`config.mk`:
```
export PLATFORM = sky130hd
export DESIGN_NAME = softusb_irqctl
export DESIGN_NICKNAME = d
export VERILOG_FILES = /design/src/rtl/softusb_irqctl.sv
export SDC_FILE = /design/constraint.sdc
export NUM_CORES = 1
export LEC_CHECK = 0
export BUFFER_PORTS_ARGS = -buffer_cell sky130_fd_sc_hd__buf_2
export CORE_AREA = 3 3 72 74
export DETAILED_ROUTE_END_ITERATION = 7
export DIE_AREA = 0 0 75 77
export SLEW_MARGIN = 15
export SYNTH_ARGS = -nofsm -noshare
export SYNTH_HDL_FRONTEND = slang
export SYNTH_SLANG_ARGS = --single-unit
```
`constraint.sdc`:
```
create_clock -name usb_clk -period 1.5 [get_ports usb_clk]
set_input_delay 0.225 -clock usb_clk [delete_from_list [all_inputs] [get_ports usb_clk]]
set_output_delay 0.225 -clock usb_clk [all_outputs]
set_load 0.02 [all_outputs]
```
`src/rtl/softusb_irqctl.sv`:
```
// softusb_irqctl: edge-triggered interrupt controller for the softusb navre CPU.
// Latches irq_src rising edges as pending, masks/prioritises them and runs the cpu_ack/cpu_reti handshake.
module softusb_irqctl #(
    parameter int         NIRQ = 4,
    parameter logic [5:0] BASE = 6'h28
) (
    input  logic            usb_clk,
    input  logic            usb_rst_n,
    input  logic            io_we,
    input  logic [5:0]      io_a,
    input  logic [7:0]      io_di,
    output logic [7:0]      io_do,
    input  logic [NIRQ-1:0] irq_src,
    output logic [NIRQ-1:0] irq_ack,
    output logic            cpu_irq,
    output logic [2:0]      cpu_vector,
    input  logic            cpu_ack,
    input  logic            cpu_reti
);
    typedef enum logic [1:0] {IDLE, REQ, SERVICE} state_t;
    localparam logic [NIRQ-1:0] ONE = NIRQ'(1);

    state_t          state_q, state_d;
    logic [NIRQ-1:0] src_r_q, pend_q, pend_d, imask_q, imask_d, irq_ack_q, irq_ack_d;
    logic [NIRQ-1:0] evt, elig, vec_oh, clr;
    logic            gie_q, gie_d, cpu_irq_q, cpu_irq_d;
    logic [2:0]      vec_q, vec_d, win;
    logic [7:0]      io_do_q, io_do_d;
    logic            unused_di;

    assign unused_di  = ^io_di;
    assign evt        = irq_src & ~src_r_q;
    assign elig       = gie_q ? (pend_q & imask_q) : '0;
    assign vec_oh     = ONE << vec_q;
    assign io_do      = io_do_q;
    assign irq_ack    = irq_ack_q;
    assign cpu_irq    = cpu_irq_q;
    assign cpu_vector = vec_q;

    always_comb begin
        win = '0;
        for (int i = NIRQ - 1; i >= 0; i--)
            if (elig[i]) win = 3'(i);
    end

    always_comb begin
        state_d   = state_q;
        cpu_irq_d = cpu_irq_q;
        vec_d     = vec_q;
        irq_ack_d = '0;
        clr       = '0;
        case (state_q)
            IDLE: if (|elig) begin
                state_d   = REQ;
                cpu_irq_d = 1'b1;
                vec_d     = win;
            end
            REQ: if (cpu_ack) begin
                state_d   = SERVICE;
                cpu_irq_d = 1'b0;
                irq_ack_d = vec_oh;
                clr       = vec_oh;
            end else if (!gie_q || !(|(imask_q & vec_oh))) begin
                state_d   = IDLE;
                cpu_irq_d = 1'b0;
            end
            SERVICE: if (cpu_reti) state_d = IDLE;
            default: state_d = IDLE;
        endcase
    end

    // A new edge in the same cycle as an ack-clear keeps the bit pending.
    always_comb begin
        pend_d  = (pend_q & ~clr) | evt;
        imask_d = (io_we && io_a == BASE) ? io_di[NIRQ-1:0] : imask_q;
        gie_d   = (io_we && io_a == BASE + 6'd2) ? io_di[0] : gie_q;
        io_do_d = io_a == BASE ? 8'(imask_q) :
                  io_a == BASE + 6'd1 ? 8'(pend_q) :
                  io_a == BASE + 6'd2 ? {6'd0, state_q == SERVICE, gie_q} : 8'd0;
    end

    always_ff @(posedge usb_clk or negedge usb_rst_n) begin
        if (!usb_rst_n) begin
            state_q   <= IDLE;
            src_r_q   <= '0;
            pend_q    <= '0;
            imask_q   <= '0;
            gie_q     <= 1'b0;
            irq_ack_q <= '0;
            cpu_irq_q <= 1'b0;
            vec_q     <= '0;
            io_do_q   <= '0;
        end else begin
            state_q   <= state_d;
            src_r_q   <= irq_src;
            pend_q    <= pend_d;
            imask_q   <= imask_d;
            gie_q     <= gie_d;
            irq_ack_q <= irq_ack_d;
            cpu_irq_q <= cpu_irq_d;
            vec_q     <= vec_d;
            io_do_q   <= io_do_d;
        end
    end
endmodule

```
* After elaboration in Yosys (flattened, before gate mapping)
Cells that the tools add are included.
** Word-level totals
- Word-level logic and storage cells :: 56
- Flip-flop bits (word level) :: 27
- Output and inout port bits :: 16
- Input port bits :: 23
** Operators by class
- Reductions and logical operators :: 12
- Shift operators :: 1
- Multiplexer cells :: 19
- Bitwise operators :: 7
- Eq/ne operators :: 8
** Operators by type and width (number)
- $mux W4 :: 5
- $eq A6 B6 Y1 const B :: 3
- $and A4 B4 Y4 :: 4
- $mux W2 :: 7
- $not A4 Y4 :: 2
- $reduce_or A4 Y1 :: 2
- $mux W3 :: 2
- $pmux W2 S3 :: 1
- $reduce_and A3 Y1 :: 2
- $ne A2 B2 Y1 const B :: 2
- $or A4 B4 Y4 :: 1
- $shl A1 B3 Y4 const A :: 1
- $mux W1 :: 3
- $ne A3 B3 Y1 const B :: 1
- $eq A2 B1 Y1 const B :: 1
- $eq A2 B2 Y1 const B :: 1
- $logic_and A1 B1 Y1 :: 2
- $logic_not A1 Y1 :: 2
- $logic_not A2 Y1 :: 1
- $pmux W1 S2 :: 1
- $reduce_and A2 Y1 :: 1
- $reduce_bool A2 Y1 :: 1
- $logic_or A1 B1 Y1 :: 1

* Longest topological paths before layout
- Depth in word-level cells :: 8
- Mapped depth :: 5
- Gate-level depth less buffers :: 4

* Worst setup path before layout
No wires, ideal clock.
- Path type :: reg-to-reg
- From :: register vec_q[0], in the netlist cpu_vector[0]
- To :: register cpu_irq_q, in the netlist cpu_irq
- Data required time :: 1.356 ns
- Data arrival time :: 1.231 ns
- Cell stages (with the launch flop) :: 4
- Setup slack :: 0.125 ns
- Buffers on the path :: 0
- Library setup time :: 0.144 ns
- Period minus slack after synthesis :: 1.375 ns
- Cell sequence :: dfrtp_1 mux4_2 nand3b_1 o211ai_1
** Between the ends
- Cells in the longest elaborated chain, start to end :: 7
** Ends and longest elaborated chain
- start, declared :: line 27 : logic [2:0] vec_q, vec_d, win;
- start signal, assigned :: line 101 : vec_q <= vec_d;
- $shl A1 B3 Y4 :: line 34 : assign vec_oh = ONE << vec_q;
- $and A4 B4 Y4 :: line 63 : end else if (!gie_q || !(|(imask_q & vec_oh))) begin
- $reduce_or A4 Y1 :: line 63
- $logic_not A1 Y1 :: line 63
- $logic_or A1 B1 Y1 :: line 63
- $ne A3 B3 Y1 (no source line)
- $reduce_and A3 Y1 (no source line)
- end signal, assigned :: line 100 : cpu_irq_q <= cpu_irq_d;
- end, declared :: line 26 : logic gie_q, gie_d, cpu_irq_q, cpu_irq_d;
No other way between the ends.
A chain may end at the register's enable or synchronous reset.

* Worst setup path after layout
- From :: register state_q[0]
- To :: register vec_q[0], in the netlist cpu_vector[0]
** Between the ends
- Cells in the longest elaborated chain, start to end :: 2
** Ends and longest elaborated chain
- start, declared :: line 23 : state_t state_q, state_d;
- start signal, assigned :: line 94 : state_q <= state_d;
- $logic_not A2 Y1 :: line 52 : case (state_q)
- $reduce_and A2 Y1 (no source line)
No other way between the ends.

==> results.ini <==
[clock_tree]
h-tree-depth=1
root_buffer=clkbuf_8
clk_path_buf_depth=2
cts_tree=built
post_cts_buffers=0
clk_latency_ns=0.27
cts_made_buffers=3
clkTransAtPathRegs_ns=0.09
cts_num_sinks=26

[placement]
io_buffers=29
place_ws_ns=-0.0164
gp_congestion=0.767
place_hpwl_um=1760

[sta]
period_share=0.896
max_freq_mhz=744
setup-violations-final=0
setup_ws_ns=0.156
relSlewSlack=0.613
fin_setup_tns_ns=0
hold_violations=0
slew_viol_final=0
tightestPinTransition_ns=0.581
period_needed_ns=1.34
rsz0062_at_grt=no
clock_skew_ns=0.00343

[pwr]
switching_share=0.273
power_frac_seq=0.481
p_int_w=0.00127
switchingPower_w=0.000479
p_comb_frac=0.185
clock_power_share=0.334
ir_drop_mv=0.435
powerDensity_mw_per_mm2=1210
leakagePower_nw=0.750

[global_route]
antenna_found_initial=0
grt_pass1_wl_um=3940
grt-ovfl-total=0
grt_pass1_vias=844
grt_max_degree=27
grt_usage=0.0879

[finish]
drive_above_1_share=0.365
syn_to_final_growth_pct=28.3
fin_util=0.310
antenna-diode-count=0
nNetsFinal=161
layout_commonest_cell=buf_2
layout_common_cells=29 x buf_2, 26 x dfrtp_1, 8 x nand2_1, 8 x inv_1

[routing]
dr.pass1.iters=4
antenna_left=0
dr_total_vias=824
viasPerCell=4.31
drc=0
wire_per_inst_um=12.2
wl_um=2330
drt_iter0_drc=54

[setup_path]
critPathKind=reg2reg
crit_path_start_kind=register
worst_ep_required_time_ns=1.66
crit_arrival_ns=1.51
end_kind=register
cp_max_fo=5

[die]
die_width_um=75
die-area_mm2=0.00578
ios=39
row_count=25
coreArea_mm2=0.00466
initial_core_util=0.242
die_height_um=77

[synthesis]
synth.avg_cell_area_um2=11.5
synth_edf_count=0
yosysUniqueCellTypes=28
yosys.area.top_type_share=0.578
synth-main-ff-cell=dfrtp_1
synth_area_leaders=dfrtp_1 58%, mux2_2 6.0%, mux2i_1 3.6%
yosysSeqAreaShare=0.578
yosys_warnings=0
syn_inst=98
synth_seq_cells=26
yosysTopAreaCell=dfrtp_1
synthesis.area_mm2=0.00113
synthArstFlopShare=1.00

[job]
drv_cap=0

[status]
run_status=finished clean

[hold_path]
min-delay-path-class=in2reg

## registers in the layout, summed over array words and instances (netlist names)
register	cells
pend_q	4
cpu_vector	2
cpu_irq	1
gie_q	1
src_r_q	4
imask_q	4
state_q	2
irq_ack	4
io_do	4
## critical path: stages, from the launching register on
cell,delay (ns)
dfrtp_1,0.42
nor3b_1,0.35
o21ai_1,0.17
mux2_2,0.29
## power groups by stage
stage	registers (W)	clock network (W)	logic [W]
floorplan	0.000888	0	0.000159
global placement	0.000858	0	0.000320
detailed placement	0.000860	0	0.000326
CTS	0.000846	0.000603	0.000329
global route	0.000859	0.000634	0.000368
finish	0.000843	0.000586	0.000324
## metrics by stage
stage / std cells / hold slack (ns) / area [um^2] / total power (W)
2_1_floorplan: 102 / -0.0706 / 1140 / 0.00105
3_3_place_gp: 186 / 0.254 / 1360 / 0.00118
3_5_place_dp: 186 / 0.266 / 1360 / 0.00119
4_1_cts: 191 / 0.0615 / 1450 / 0.00178
5_1_grt: 191 / 0.0548 / 1450 / 0.00186
6_report: 191 / 0.0652 / 1450 / 0.00175
## cell usage after synthesis, types with 2 or more instances
cell type and instances:
nand2_1 8, nor2_1 6, nand2b_1 2, o22ai_1 2, nand3b_1 3, o21ai_0 8, mux2_2 6, inv_1 8
buf_4 5, dfrtp_1 26, mux2i_1 4, a21oi_1 4
## final timing paths
| path | from | to | slack [ns] | cells after the start |
|---|---|---|---|---|
| worst max-delay path | state_q[0] | cpu_vector[0] | 0.16 | 3 |
| worst min-delay path | irq_src[3] | src_r_q[3] | 0.07 | 1 |
| worst max register to register | state_q[0] | cpu_vector[0] | 0.16 | 3 |
| worst min register to register | src_r_q[1] | pend_q[1] | 0.43 | 1 |
| max in group asynchronous | usb_rst_n | cpu_vector[0] | 0.64 | 2 |
| min in group asynchronous | usb_rst_n | io_do[3] | 0.47 | 2 |
## area by class of cell
type,instances,area [um^2]
clock buffers,3,41.3
clock inverters,1,30.0
fillers,489,3220
inverters,8,30.0
multi-input cells,62,418
flip-flops and latches,26,651
well taps,54,67.6
repair buffers,37,208
## kinds of logic after synthesis
logic type,after synthesis,synth area share
compound gates,16,0.0778
buf+inv,14,0.0644
flops,26,0.578
simple gates,30,0.161
other cells,1,0.00333
mux,11,0.116
## what timing repair did
item,4_1_cts,5_1_grt
endpoints found under the hold margin,26,0
endpoints found under the setup margin,0,1
resized for setup,0,1
hold buffers,1,0
## per-layer routing
| metal | track usage | share of wire | wire, um |
|---|---|---|---|
| met5 | 0 | 0 | 0 |
| met3 | 0.0341 | 0.081 | 189 |
| met2 | 0.138 | 0.47 | 1090 |
| met1 | 0.115 | 0.45 | 1040 |
| met4 | 0.0160 | 0.0056 | 13 |
Note: power is estimated with default switching activity, not from simulation.
